==> src/rtl/ddr2_cmd_sched.sv <==
// DDR2 command scheduler: round-robin write/read arbitration, one burst per
// grant, driving the MIG address FIFO and the write-data beat strobe.
module ddr2_cmd_sched #(
   parameter int unsigned ADDR_WIDTH  = 31,
   parameter int unsigned WRITE_BURST = 8,
   parameter int unsigned CNT_WIDTH   = 16
) (
   input  logic                  sys_clk,
   input  logic                  reset_n,
   input  logic                  phy_init_done,
   input  logic                  wr_req,
   input  logic [ADDR_WIDTH-1:0] wr_addr,
   output logic                  wr_gnt,
   input  logic                  rd_req,
   input  logic [ADDR_WIDTH-1:0] rd_addr,
   output logic                  rd_gnt,
   input  logic                  app_af_afull,
   input  logic                  app_wdf_afull,
   output logic [2:0]            af_cmd,
   output logic [ADDR_WIDTH-1:0] af_addr,
   output logic                  af_wren,
   output logic                  wdf_vd,
   output logic                  busy,
   output logic [CNT_WIDTH-1:0]  wr_burst_cnt,
   output logic [CNT_WIDTH-1:0]  rd_burst_cnt
);

   localparam int unsigned BEATS     = WRITE_BURST / 2;
   localparam logic [2:0]  BeatsLast = 3'(BEATS);
   localparam logic [2:0]  CmdWrite  = 3'b000;
   localparam logic [2:0]  CmdRead   = 3'b001;

   if (!(WRITE_BURST == 4 || WRITE_BURST == 8)) begin : gen_bad_burst
      $error("ddr2_cmd_sched: WRITE_BURST must be 4 or 8");
   end

   typedef enum logic [1:0] {StIdle, StArb, StWr, StRd} state_e;

   state_e     state_q;
   logic [2:0] beat_q;     // beats already presented in the current write
   logic       last_wr_q;  // 1: last served was write, 0: read

   logic wr_ok;
   logic rd_ok;

   assign wr_ok = wr_req & ~app_af_afull & ~app_wdf_afull;
   assign rd_ok = rd_req & ~app_af_afull;

   // Scheduler FSM with registered command, beat and statistics outputs
   always_ff @(posedge sys_clk or negedge reset_n) begin
      if (!reset_n) begin
         state_q      <= StIdle;
         beat_q       <= '0;
         last_wr_q    <= 1'b0;
         af_wren      <= 1'b0;
         af_cmd       <= '0;
         af_addr      <= '0;
         wr_gnt       <= 1'b0;
         rd_gnt       <= 1'b0;
         wdf_vd       <= 1'b0;
         busy         <= 1'b0;
         wr_burst_cnt <= '0;
         rd_burst_cnt <= '0;
      end else begin
         af_wren <= 1'b0;
         wr_gnt  <= 1'b0;
         rd_gnt  <= 1'b0;
         wdf_vd  <= 1'b0;
         busy    <= 1'b0;
         unique case (state_q)
            StIdle: begin
               if (phy_init_done) state_q <= StArb;
            end
            StArb: begin
               if (!phy_init_done) begin
                  state_q <= StIdle;
               end else if (wr_ok && (!rd_ok || !last_wr_q)) begin
                  state_q      <= StWr;
                  af_wren      <= 1'b1;
                  af_cmd       <= CmdWrite;
                  af_addr      <= wr_addr;
                  wr_gnt       <= 1'b1;
                  wdf_vd       <= 1'b1;
                  busy         <= 1'b1;
                  beat_q       <= 3'd1;
                  last_wr_q    <= 1'b1;
                  wr_burst_cnt <= wr_burst_cnt + 1'b1;
               end else if (rd_ok) begin
                  state_q      <= StRd;
                  af_wren      <= 1'b1;
                  af_cmd       <= CmdRead;
                  af_addr      <= rd_addr;
                  rd_gnt       <= 1'b1;
                  busy         <= 1'b1;
                  last_wr_q    <= 1'b0;
                  rd_burst_cnt <= rd_burst_cnt + 1'b1;
               end
            end
            StWr: begin
               // Beats run back to back; app_wdf_afull is not consulted here
               if (beat_q == BeatsLast) begin
                  state_q <= StArb;
               end else begin
                  wdf_vd <= 1'b1;
                  busy   <= 1'b1;
                  beat_q <= beat_q + 3'd1;
               end
            end
            StRd: begin
               state_q <= StArb;
            end
            default: begin
               state_q <= StIdle;
            end
         endcase
      end
   end

endmodule

==> config.mk <==
export PLATFORM = sky130hd
export DESIGN_NAME = ddr2_cmd_sched
export DESIGN_NICKNAME = d
export VERILOG_FILES = /design/src/rtl/ddr2_cmd_sched.sv
export SDC_FILE = /design/constraint.sdc
export NUM_CORES = 1
export LEC_CHECK = 0
export ABC_AREA = 1
export CELL_PAD_IN_SITES_DETAIL_PLACEMENT = 1
export CELL_PAD_IN_SITES_GLOBAL_PLACEMENT = 2
export CORE_MARGIN = 4
export CORE_UTILIZATION = 27
export CTS_BUF_LIST = sky130_fd_sc_hd__clkbuf_8
export CTS_CLUSTER_DIAMETER = 120
export DETAILED_ROUTE_END_ITERATION = 10
export PLACE_DENSITY_LB_ADDON = 0.1
export SLEW_MARGIN = 20
export SYNTH_ARGS = -nofsm -noshare
export SYNTH_HDL_FRONTEND = slang
export SYNTH_SLANG_ARGS = --single-unit
==> constraint.sdc <==
create_clock -name sys_clk -period 3.7 [get_ports sys_clk]
set_clock_uncertainty 0.2 [all_clocks]
set_input_delay 0.37 -clock sys_clk [delete_from_list [all_inputs] [get_ports sys_clk]]
set_output_delay 0.37 -clock sys_clk [all_outputs]
set_load 0.005 [all_outputs]
==> flow_metrics.py <==
metrics = {
    "synthesis": {
        "synth_top_family_by_area": "simple AND/OR/NAND/NOR gates",
        "ys_ff_latch": 75,
        "synthFlopType": "dfrtp_1",
        "yosys_warnings": 0,
        "synth_fa_ha_area_share_pct": 2.32,
        "synth-simple-area-share_pct": 28.9,
        "synth_xor_area_share_pct": 3.48,
        "syn_inst": 487,
        "ys_async_sr_fraction_pct": 100,
        "seq_area_frac_synth_pct": 49.8,
        "syn_avg_cell_area_um2": 7.74,
        "synthesis.area_um2": 3770,
        "synth_edf_count": 0,
        "synth_mux_area_share_pct": 0,
        "synth_compound_area_share_pct": 9.13,
        "synth_cell_types": 26,
    },
    "place": {
        "place_inst": 786,
        "hpwl_um": 9080,
        "gp_congestion": 0.749,
        "io_buffers": 137,
        "placed_area_um2": 5290,
    },
    "timing": {
        "setup_viol": 0,
        "fin_crit_sh_pct": 66.8,
        "period_minus_slack_ns": 2.47,
        "max-slew-margin-rel_pct": 50.6,
        "fmax_mhz": 404,
        "maxSlewViolCount": 0,
        "finalSetupTns_ns": 0,
        "tightest_slew_ns": 0.739,
        "rsz0062_at_grt": "no",
        "hold_viol_final": 0,
    },
    "clocking": {
        "clockBufferDepth": 2,
        "cts_buffers": 9,
        "post_cts_resized": 0,
        "cts_hold_buf": 0,
        "cts_num_sinks": 75,
        "cts_tree": "built",
        "cts_setup_buffers": 0,
        "root_buffer": "clkbuf_8",
        "htreeDepth": 3,
        "insertion_delay_ns": 0.35,
        "clkTransAtPathRegs_ns": 0.08,
    },
    "route": {
        "drtIter0Drc": 122,
        "post_drt_wl_per_cell_um": 15.5,
        "drtAntennaViolNets": 0,
        "drtPass1Iterations": 4,
        "drc": 0,
        "drt_wl_total_um": 12500,
        "route.vias.total": 3660,
        "vias_per_cell": 4.56,
    },
    "die": {
        "die_w_um": 126,
        "die-area_um2": 15900,
        "initial_core_util_pct": 28.0,
        "rows": 42,
        "io_pins": 140,
        "die_h_um": 126,
        "core_area_um2": 13500,
    },
    "worst_setup_path": {
        "crit_path_start_kind": "input port",
        "slowest_stage": "clkdlybuf4s50_1",
        "cp_common_cell": "nand2_1",
        "worstSetupPathType": "in2reg",
        "arrival_ns": 2.52,
        "worst-path-buf-inv": 4,
        "critical_path_required_ns": 3.75,
        "crit_chain": "clkdlybuf4s50_1 -> inv_1 -> nor2_2 -> nand3_2 -> buf_4 -> inv_2 -> nand2_2 -> nand2_1 -> nand2_1 -> nand2_1 -> nand2_1",
        "critical_path.max_stage_delay_ns": 0.47,
        "crit_fanout": 25,
        "crit_cells": 11,
        "rr_worst_depth": 8,
        "crit_family": "buffers and inverters",
        "crit_path_end_kind": "flip-flop",
    },
    "grt": {
        "met3_usage_pct": 2.62,
        "grt-busiest-layer": "met2",
        "grtUsageMet2_pct": 27.6,
        "grt_max_degree": 76,
        "grt_pass1_vias": 3971,
        "grt_first_pass_wirelength_um": 20500,
        "track_usage_pct": 16.0,
        "grt_use_met1_pct": 20.0,
        "antenna_found_initial": 0,
        "grt-ovfl-total": 0,
    },
    "layout": {
        "layout.nets": 698,
        "n_fill_cell": 1663,
        "instances_no_fill": 803,
        "layout_common_cells": "166 x nand2_1, 136 x clkdlybuf4s50_1, 75 x dfrtp_1, 55 x nor2_1, 39 x o21ai_1",
        "drive_above_1_share_pct": 4.47,
        "syn_to_final_growth_pct": 45.6,
        "final_common_cell": "nand2_1",
        "antennaDiodeCount": 0,
        "fin_area_um2": 5490,
    },
    "min_path": {
        "hold_class": "reg2reg",
        "hold_depth": 2,
    },
    "power_and_ir_drop": {
        "cellPowerDensity_nw_per_um2": 578,
        "p_leak_nw": 2.48,
        "irDropWorstVdd_mv": 0.254,
    },
    "status": {
        "status": "completed",
    },
    "run": {
        "drv_cap": 0,
    },
}
==> worst reg2reg max path, cell delays in order (launching register included) <==
cell     delay [ns]
dfrtp_1        0.39
inv_1          0.10
ha_1           0.25
nand2_2        0.13
nor2_2         0.17
nand2_2        0.22
inv_1          0.59
nand2_1        0.10
a21oi_1        0.15
==> sequential cells by signal, indices dropped and copies added (netlist names) <==
signal / flops
af_addr: 31
af_cmd: 1
af_wren: 1
beat_q: 3
busy: 1
last_wr_q: 1
rd_burst_cnt: 16
rd_gnt: 1
state_q: 2
wdf_vd: 1
wr_burst_cnt: 16
wr_gnt: 1
==> cell families (layout without fill, tap and decap cells) <==
group / count (synthesis) / in the layout
xor gates and xnor gates: 15 / 15
other: 1 / 2
AOI/OAI and AO/OA: 68 / 68
DFF: 75 / 75
adders and majority gates: 7 / 7
and+or+nand+nor: 265 / 265
buffers and inverters: 56 / 195
==> per-layer routing <==
layer  share of wire, %  up-vias
met3                3.0       15
met2                 50       71
met5                  0        -
li1                   -     1801
met1                 44     1773
met4                2.1        0
==> stage by stage <==
stage / hold slack [ns] / power, mW / utilization, % / worst slack, ns
after floorplan: -0.126 / 1.79 / - / 2.00
after global placement: 0.256 / 2.56 / 39.3 / 0.957
after detailed placement: 0.265 / 2.60 / 39.3 / 0.848
after CTS: 0.0169 / 3.24 / 40.7 / 1.23
after global routing: 0.312 / 3.43 / 40.8 / 1.04
final: 0.277 / 3.17 / 40.8 / 1.23
==> Yosys cell counts, types with 2 or more instances <==
master    number  area (um^2)
nor2_1        55          206
nand4_1        8         50.1
buf_2         11         55.1
dfrtp_1       75         1880
a21oi_1        3         15.0
nand2_1      166          623
nand3b_1       3         22.5
buf_4          3         22.5
o21ai_0       24          120
inv_1         36          135
nand2_2        3         18.8
ha_1           7         87.6
xor2_1        10         87.6
xnor2_1        5         43.8
nor2_2         2         12.5
inv_2          4         15.0
clkbuf_1       2         7.51
o21ai_1       39          195
nand3_1       24          120
==> final timing paths <==
kind	start	endpoint	slack, ns
min in group asynchronous	reset_n	af_addr[13]$_DFFE_PN0P_	0.43
worst max register to register	state_q[1]$_DFFE_PN0P_	rd_burst_cnt[2]$_DFFE_PN0P_	1.32
worst max-delay path	wr_req	beat_q[1]$_DFFE_PN0P_	1.23
worst min-delay path	af_cmd[0]$_DFFE_PN0P_	af_cmd[0]$_DFFE_PN0P_	0.28
worst min register to register	af_cmd[0]$_DFFE_PN0P_	af_cmd[0]$_DFFE_PN0P_	0.28
max in group asynchronous	reset_n	rd_burst_cnt[3]$_DFFE_PN0P_	2.38
==> power by group <==
part / total, mW / internal, mW / leakage, nW / switching, mW
Clock: 0.616 / 0.312 / 0.108 / 0.305
Sequential: 1.33 / 1.10 / 0.956 / 0.226
Combinational: 1.23 / 0.696 / 1.42 / 0.532
==> layout make-up <==
type                    count  area (um^2)  share of cell area [%]
flip-flops and latches     75         1880                    34.2
multi-input cells         357         1660                    30.3
repair buffers            139         1390                    25.3
well taps                 176          220                    4.01
clock buffers              13          179                    3.26
inverters                  40          150                    2.73
clock inverters             3         12.5                   0.228
No activity file was read; power rests on OpenSTA's default activity.
